$ cat config.mk
export PLATFORM = sky130hd
export DESIGN_NAME = psram_rx_deser_flat
export DESIGN_NICKNAME = d
export VERILOG_FILES = /design/src/rtl/psram_rx_deser_if.sv /design/src/rtl/psram_rx_deser.sv /design/src/flat_wrapper.sv
export SDC_FILE = /design/constraint.sdc
export NUM_CORES = 1
export LEC_CHECK = 0
export ABC_AREA = 1
export BUFFER_PORTS_ARGS = -buffer_cell sky130_fd_sc_hd__buf_2
export CAP_MARGIN = 20
export CORE_ASPECT_RATIO = 1.2
export CORE_MARGIN = 3
export CORE_UTILIZATION = 50
export CTS_CLUSTER_SIZE = 28
export DETAILED_ROUTE_END_ITERATION = 8
export GPL_TIMING_DRIVEN = 0
export PLACE_DENSITY_LB_ADDON = 0.25
export SLEW_MARGIN = 20
export SYNTH_ARGS = -nofsm -noshare
export SYNTH_HDL_FRONTEND = slang
export SYNTH_SLANG_ARGS = --single-unit
$ cat constraint.sdc
create_clock -name clk_i -period 5.65 [get_ports clk_i]
set_input_delay 0.565 -clock clk_i [delete_from_list [all_inputs] [get_ports clk_i]]
set_output_delay 0.565 -clock clk_i [all_outputs]
set_load 0.05 [all_outputs]
$ cat src/rtl/psram_rx_deser_if.sv
// Word-side handshake bundle of the PSRAM read deserializer.
// The master drives valid/data/be/last; the slave drives ready.
interface psram_rx_deser_if;
    logic        valid;
    logic        ready;
    logic [63:0] data;
    logic [7:0]  be;
    logic        last;

    modport master (output valid, data, be, last, input ready);
    modport slave  (input valid, data, be, last, output ready);
endinterface

$ cat src/rtl/psram_rx_deser.sv
// PSRAM read-data deserializer: packs strobed bytes little-endian into 64-bit words,
// buffers them in a small FIFO and offers them over a valid/ready handshake.
//
//  state | meaning
//  IDLE  | no burst in progress; samples and last are ignored
//  RECV  | burst active; bytes accumulate in the shadow register
module psram_rx_deser #(
    parameter int FIFO_DEPTH = 4
) (
    input  logic                          clk_i,
    input  logic                          rst_i,
    input  logic                          en_i,
    input  logic                          start_i,
    input  logic                          sample_i,
    input  logic [7:0]                    io_in_i,
    input  logic                          last_i,
    psram_rx_deser_if.master              rx,
    output logic [$clog2(FIFO_DEPTH):0]   cnt_o,
    output logic                          busy_o,
    output logic                          ovf_o,
    input  logic                          clr_ovf_i
);
    localparam int AW = $clog2(FIFO_DEPTH);
    localparam logic [AW:0] DEPTH_C = FIFO_DEPTH[AW:0];

    typedef enum logic {IDLE, RECV} state_t;

    state_t      state;
    logic [63:0] shadow;
    logic [7:0]  be_acc;
    logic [2:0]  idx;

    logic        in_recv, restart, active, smp, full_word, flush, push;
    logic [63:0] base_data, nxt_data;
    logic [7:0]  base_be, nxt_be;
    logic [2:0]  base_idx;

    logic [72:0]   mem [FIFO_DEPTH];
    logic [AW-1:0] wr_ptr, rd_ptr;
    logic          pop, push_ok, drop;

    // last_i outranks start_i, so a coincident start neither clears nor opens a burst
    always_comb begin
        in_recv   = (state == RECV);
        restart   = en_i & start_i & ~last_i;
        active    = en_i & (in_recv | restart);
        smp       = active & sample_i;
        flush     = en_i & last_i & in_recv;
        base_data = restart ? 64'd0 : shadow;
        base_be   = restart ? 8'd0  : be_acc;
        base_idx  = restart ? 3'd0  : idx;
        nxt_data  = base_data;
        nxt_be    = base_be;
        for (int k = 0; k < 8; k++) begin
            if (smp && base_idx == 3'(k)) begin
                nxt_data[8*k +: 8] = io_in_i;
                nxt_be[k]          = 1'b1;
            end
        end
        full_word = smp & (base_idx == 3'd7);
        push      = full_word | flush;
    end

    always_ff @(posedge clk_i) begin
        if (rst_i) begin
            state  <= IDLE;
            busy_o <= 1'b0;
            shadow <= '0;
            be_acc <= '0;
            idx    <= '0;
        end else begin
            if (flush) begin
                state  <= IDLE;
                busy_o <= 1'b0;
            end else if (restart) begin
                state  <= RECV;
                busy_o <= 1'b1;
            end
            if (push) begin
                shadow <= '0;
                be_acc <= '0;
                idx    <= '0;
            end else if (smp) begin
                shadow <= nxt_data;
                be_acc <= nxt_be;
                idx    <= base_idx + 3'd1;
            end else if (restart) begin
                shadow <= '0;
                be_acc <= '0;
                idx    <= '0;
            end
        end
    end

    // A pop in the same cycle frees the slot a full FIFO would otherwise refuse
    always_comb begin
        pop     = rx.valid & rx.ready;
        push_ok = push & ((cnt_o < DEPTH_C) | pop);
        drop    = push & ~push_ok;
    end

    always_ff @(posedge clk_i) begin
        if (push_ok)
            mem[wr_ptr] <= {flush, nxt_be, nxt_data};
    end

    always_ff @(posedge clk_i) begin
        if (rst_i) begin
            wr_ptr <= '0;
            rd_ptr <= '0;
            cnt_o  <= '0;
            ovf_o  <= 1'b0;
        end else begin
            if (push_ok) wr_ptr <= wr_ptr + 1'b1;
            if (pop)     rd_ptr <= rd_ptr + 1'b1;
            case ({push_ok, pop})
                2'b10:   cnt_o <= cnt_o + 1'b1;
                2'b01:   cnt_o <= cnt_o - 1'b1;
                default: cnt_o <= cnt_o;
            endcase
            if (drop)           ovf_o <= 1'b1;
            else if (clr_ovf_i) ovf_o <= 1'b0;
        end
    end

    // Head fields read as zero when empty so stale entries never leak out
    always_comb begin
        rx.valid = (cnt_o != '0);
        rx.data  = rx.valid ? mem[rd_ptr][63:0]  : 64'd0;
        rx.be    = rx.valid ? mem[rd_ptr][71:64] : 8'd0;
        rx.last  = rx.valid ? mem[rd_ptr][72]    : 1'b0;
    end
endmodule

$ cat src/flat_wrapper.sv
// flat-port wrapper written by rule: the top's interface ports become plain ports
module psram_rx_deser_flat 
#(
    parameter int FIFO_DEPTH = 4
)
  (clk_i, rst_i, en_i, start_i, sample_i, io_in_i, last_i, cnt_o, busy_o, ovf_o, clr_ovf_i, rx_valid, rx_data, rx_be, rx_last, rx_ready);
  psram_rx_deser_if rx_i ();
  input  logic clk_i;
  input  logic rst_i;
  input  logic en_i;
  input  logic start_i;
  input  logic sample_i;
  input  logic [7:0] io_in_i;
  input  logic last_i;
  output logic [$clog2(FIFO_DEPTH):0] cnt_o;
  output logic busy_o;
  output logic ovf_o;
  input  logic clr_ovf_i;
  output wire logic [$bits(rx_i.valid)-1:0] rx_valid;
  output wire logic [$bits(rx_i.data)-1:0] rx_data;
  output wire logic [$bits(rx_i.be)-1:0] rx_be;
  output wire logic [$bits(rx_i.last)-1:0] rx_last;
  input wire logic [$bits(rx_i.ready)-1:0] rx_ready;
  assign rx_valid = rx_i.valid;
  assign rx_data = rx_i.data;
  assign rx_be = rx_i.be;
  assign rx_last = rx_i.last;
  assign rx_i.ready = rx_ready;
  psram_rx_deser #(.FIFO_DEPTH(FIFO_DEPTH)) u_core (.clk_i(clk_i), .rst_i(rst_i), .en_i(en_i), .start_i(start_i), .sample_i(sample_i), .io_in_i(io_in_i), .last_i(last_i), .rx(rx_i), .cnt_o(cnt_o), .busy_o(busy_o), .ovf_o(ovf_o), .clr_ovf_i(clr_ovf_i));
endmodule
# Yosys cells after proc, flatten, opt, wreduce, memory -nomap -nowiden
# Memory sizes are Yosys's and may differ from the RTL's. A register that Yosys moved wholly into a read port is not among the register bits.
# Cells that the tools add are included.
[totals]
reg_bits = 84
ramBits = 292
in_bits = 16
out_inout_bits = 79
n_memories = 1
[mem_list]
columns = ["name", "depth", "width", "read_ports", "rd_clocked_by_memory_dff", "wr", "line_no", "source"]
rows = [
  ["u_core.mem", 4, 73, 1, 1, 1, "psram_rx_deser.sv:38", "logic [72:0] mem [FIFO_DEPTH];"],
]
[classes]
add_sub_neg = 5
order_cmp = 1
n_eq_ne = 9
muxes = 32
bitwise = 15
n_reduce_logical = 14
[op_table]
columns = ["cell", "count"]
rows = [
  ["$mux 64", 3],
  ["$mux 8", 11],
  ["$mux 1", 13],
  ["$eq 3x3->1 const B", 4],
  ["$and 1x1->1", 10],
  ["$logic_and 1x1->1", 8],
  ["$add 3x1->3 const B", 2],
  ["$eq 3x2->1 const B", 2],
  ["$mux 3", 2],
  ["$pmux 3 s2", 1],
  ["$add 2x1->2 const B", 2],
  ["$mux 2", 2],
  ["$reduce_bool 2->1", 2],
  ["$reduce_or 2->1", 2],
  ["$eq 3x1->1 const B", 1],
  ["$logic_not 3->1", 1],
  ["$lt 3x3->1 const B", 1],
  ["$or 1x1->1", 3],
  ["$reduce_bool 3->1", 1],
  ["$sub 3x1->3 const B", 1],
  ["$eq 2x1->1 const B", 1],
  ["$eq 2x2->1 const B", 1],
  ["$not 1->1", 2],
]

# Logic depth before layout (Yosys ltp)
[logic_depth]
word_depth = 11
mapped_depth = 17
depth_no_buf = 16

# Worst setup path before layout
# Ideal clock, no wire load.
[synth_path]
kind = "input to register"
startpoint = "in last_i"
endpoint = "mem u_core.mem[0][0] (enable)"
t_arrival_ns = 4.956
setup_slack_ns = 0.189
path_stages = 10
path_buffers = 0
path_cell_list = "inv_1 nand3_4 clkinv_1 nor2_1 ha_1 ha_1 nand3_2 nand2_1 nand2_1 nor2_1"
[synth_between]
elab_chain_cells = 10
word_cells_on_any_way = 14
classes_between = "eq/ne: 1; mux: 3; bitwise: 10"
[synth_rtl]
columns = ["item", "line_no", "source"]
rows = [
  ["start, declared", "flat_wrapper.sv:14", "input logic last_i;"],
  ["$not 1->1", "psram_rx_deser.sv:45", "restart = en_i & start_i & ~last_i;"],
  ["$and 1x1->1", "psram_rx_deser.sv:45", ""],
  ["$or 1x1->1", "psram_rx_deser.sv:46", "active = en_i & (in_recv | restart);"],
  ["$and 1x1->1", "psram_rx_deser.sv:46", ""],
  ["$and 1x1->1", "psram_rx_deser.sv:47", "smp = active & sample_i;"],
  ["$and 1x1->1", "psram_rx_deser.sv:60", "full_word = smp & (base_idx == 3'd7);"],
  ["$or 1x1->1 *", "psram_rx_deser.sv:61", "push = full_word | flush;"],
  ["$and 1x1->1 *", "psram_rx_deser.sv:98", "push_ok = push & ((cnt_o < DEPTH_C) | pop);"],
  ["$mux 1 *", "psram_rx_deser.sv:103", "if (push_ok)"],
  ["$mux 1 (not written as such) *", "psram_rx_deser.sv:104", "mem[wr_ptr] <= {flush, nxt_be, nxt_data};"],
  ["end, declared", "psram_rx_deser.sv:38", ""],
]
# Every way passes the cells marked *; elsewhere a longest branch is shown, timed or not.

# Worst setup path after layout
[layout_path]
startpoint = "in en_i"
endpoint = "mem u_core.mem[1][31] (enable)"
[layout_between]
elab_chain_cells = 10
word_cells_on_any_way = 14
classes_between = "eq/ne: 1; mux: 3; bitwise: 10"
[layout_rtl]
columns = ["item", "line_no", "source"]
rows = [
  ["start, declared", "flat_wrapper.sv:10", "input logic en_i;"],
  ["$and 1x1->1 (2 in series)", "psram_rx_deser.sv:45", ""],
  ["$or 1x1->1", "psram_rx_deser.sv:46", ""],
  ["$and 1x1->1", "psram_rx_deser.sv:46", ""],
  ["$and 1x1->1", "psram_rx_deser.sv:47", ""],
  ["$and 1x1->1", "psram_rx_deser.sv:60", ""],
  ["$or 1x1->1 *", "psram_rx_deser.sv:61", ""],
  ["$and 1x1->1 *", "psram_rx_deser.sv:98", ""],
  ["$mux 1 *", "psram_rx_deser.sv:103", ""],
  ["$mux 1 (not written as such) *", "psram_rx_deser.sv:104", ""],
]
# Marks and branches as above.

==> results.md <==
- Mapped Area: 15,200 um^2
- Worst vdd ir: between 200 and 300 uV
- Gr usage total: 22.4%
- Average wire per standard cell: ~18 um
- WHS Endpoint: u_core.ovf_o$_SDFFE_PP0P_
- Arrival @ worst endpoint: approximately 3.7 ns
- Crit-path slowest cell: nor2_4
- Sum Neg Setup Slack: 0 ns
- Tmin final: 3.45 ns
- Root buffer cell: clkbuf_16
- Hold WS: 0.225 ns
- Switching Fraction: 31.5%
- RSZ-0062 raised after global routing: no
- Postcts setup bufs: 0
- Max_cap viols: 0
- Final ANT Viol Nets: 0
- Switching pwr: 2140 uW
- Mapped Cells: between 1,000 and 1,500
- Gate power share: 21.3%
- Layout Skew: between 0.015 and 0.02 ns
- Die area: around 32,000 um^2
- Distinct cells, synth: 26
- Power Density: 387 nW/um^2
- Crit-path cells: buf_2, nand3_4, clkinv_1, nor2_1, ha_1, ha_1, nand3_2, nand2_1, nand2_1, nor2_4, buf_16, buf_12
- Hold path start: rst_i
- Die Wd: 165 um
- Largest net degree at the start of global routing: 25
- CTS clk-pin slew, worst paths: about 0.060 ns
- Total CTS buffers: 36
- CTS H-tree depth: 2
- CTS tree: built
- CP Data Required Time: a little under 6 ns
- Final HPWL DP: 23,100 um
- Via Count: 10,700
- Worst slew margin: 41.1%
- Endpoints failing setup: 0
- Routability cong.: 0.815
- Syn avg cell area: 10.7 um^2
- Flop pwr share: 44.0%
- Area Growth Syn to Fin: 15.6%
- WP buf/inv: 4
- Post-synthesis sequential area ratio: between 60% and 70%
- Slew Limit Fails: 0
- Worst slew pin tran: 0.883 ns
- Syn Nets: 1,450
- Antenna fix cells: 0
- DRT Wirelength: 36,200 um
- Max incr delay on CP: 0.60 ns
- FP Rows: 69
- Vias in the first global route: 10,300
- Clock Latency Late Sink: around 0.51 ns
- Initial antenna violation count: 1
- Leakage: 0.00676 uW
- Clock Tree Buf Depth: 3
- Vias/cell: 5.40
- Int Pwr: 4650 uW
- Initial drt markers: 831
- Die H: 197 um
- Port Buf Inserts: 86
- Critical path class: in -> reg
- Worst Hold Depth: 2
- Final-layout fill cell count: 2,417
- DR pass1 iterations: 7
- Synth warn: 0
- Clock Power Share: 34.7%
- FMAX: 290 MHz
- Starting Density: ~51%
- Delay-heaviest family, CP: simple AND/OR/NAND/NOR gates
- Core area: 29,800 um^2
- Crit share post-route: about three fifths
- Crit start category: input pin
- Reg2reg path depth: 10
- Global-route wire length before repair: 56,200 um
- R2R setup slack: 2.56 ns
- Post-synthesis register bit count: between 300 and 400
- Hold WC Path Type: in -> reg
- Share of post-route cells with drive strength above 1: 12.4%
- Post_cts resized: 0
- DRC: 0
- Num ports: 95
- Hold-fix buffer count after cts: 0
- Outcome: complete, no violations
- Worst R2R Start: u_core.idx[0]$_SDFF_PP0_
- Critical Path End Type: flop
- GR Overflow Total: 0
- RR Endpoint: u_core.mem[1][31]$_DFFE_PP_
- Overall power: between 6000 and 7000 uW
- Worst-path maximum fanout: 21
- CTS Sinks: 378
- Final hold vios: 0
- NumNets Final: 1,586
==> metrics by stage <==
step / util [%] / cells / worst slack (ns) / area (um^2)
6_report: 58.9 / 1972 / 2.20 / 17500
5_1_grt: 58.9 / 1972 / 1.96 / 17500
4_1_cts: 58.9 / 1972 / 2.19 / 17500
3_5_place_dp: 55.0 / 1910 / 1.67 / 16400
3_3_place_gp: 54.0 / 1898 / -2.78 / 16100
2_1_floorplan: - / 1422 / 0.189 / 15200
==> power by group through the flow <==
stage	Combinational [uW]	Sequential, uW	Clock, uW
after global routing	1560	2980	2500
after CTS	1460	2980	2390
after floorplan	1030	3060	0
final	1450	2980	2360
after global placement	1440	3040	0
after detailed placement	1460	3040	0
==> how the worst max path moves through the flow <==
stage                 from  depth (start not counted)  slack (ns)                           to
floorplan           last_i                         10        0.19   u_core.mem[0][0]$_DFFE_PP_
global placement      en_i                         10       -2.78  u_core.mem[1][30]$_DFFE_PP_
detailed placement    en_i                         12        1.67  u_core.mem[1][31]$_DFFE_PP_
CTS                   en_i                         12        2.19  u_core.mem[1][36]$_DFFE_PP_
global route        last_i                         13        1.96  u_core.mem[1][36]$_DFFE_PP_
finish                en_i                         12        2.20  u_core.mem[1][31]$_DFFE_PP_
==> state kept, by name, indices dropped and copies added, names as in the netlist, named ones only <==
register	flops
u_core.mem	292
u_core.shadow	64
u_core.be_acc	8
u_core.cnt_o	3
u_core.idx	3
u_core.rd_ptr	2
u_core.wr_ptr	2
u_core.in_recv	1
u_core.ovf_o	1
==> placed cells by master, fill, tap and decap left out <==
master	synthesis	final
clkinv_1	1	10
nand2_2	5	5
o21ai_0	148	148
a21oi_4	1	1
buf_12	0	7
buf_1	15	15
clkbuf_8	0	1
nor2_4	4	8
bufinv_16	0	4
buf_2	23	109
nor2_1	332	328
nand3_2	1	1
buf_4	8	8
dfxtp_1	86	86
ha_1	11	11
nand4_1	24	24
clkbuf_1	36	46
nand2_1	162	162
o21ai_1	8	8
a21oi_1	149	149
inv_2	3	3
nand3_1	47	47
fa_1	1	1
inv_1	57	57
o21a_1	1	1
buf_16	0	5
clkbuf_16	0	37
clkinv_2	0	1
edfxtp_1	292	292
nand3_4	1	1
and3_1	1	1
clkbuf_2	5	5
==> cells in the mapped netlist (all sizes together) <==
cell type | number | area (um^2)
edfxtp | 292 | 8770
buf | 46 | 231
nand3 | 49 | 263
clkinv | 1 | 3.75
and3 | 1 | 6.26
nand4 | 24 | 150
ha | 11 | 138
dfxtp | 86 | 1720
nor2 | 336 | 1290
nand2 | 167 | 639
a21oi | 150 | 762
o21a | 1 | 7.51
fa | 1 | 20.0
o21ai | 156 | 781
clkbuf | 41 | 160
inv | 60 | 225
==> cells by family (layout without fill, tap and decap cells) <==
group | count (synthesis) | in the layout | share of synthesized area [%]
simple gates | 577 | 577 | 15.5
fa+ha+maj | 12 | 12 | 1.04
flops | 378 | 378 | 69.2
buf+inv | 148 | 308 | 4.09
compound gates | 307 | 307 | 10.2
==> final cells by class <==
cell class	count	area [um^2]	share of cell area, %
Buffer	87	392	2.23
Clock buffer	48	977	5.57
Clock inverter	14	159	0.906
Inverter	61	229	1.31
Multi-Input combinational cell	896	4090	23.3
Sequential cell	378	10500	59.8
Tap cell	390	488	2.78
Timing Repair Buffer	98	708	4.04
==> metal layers <==
layer | track usage (%) | wire length, um
met1 | 30.6 | 15000
met2 | 37.4 | 17800
met3 | 3.28 | 2560
met4 | 6.43 | 864
met5 | 0 | 13
No activity file was read; power rests on OpenSTA's default activity.
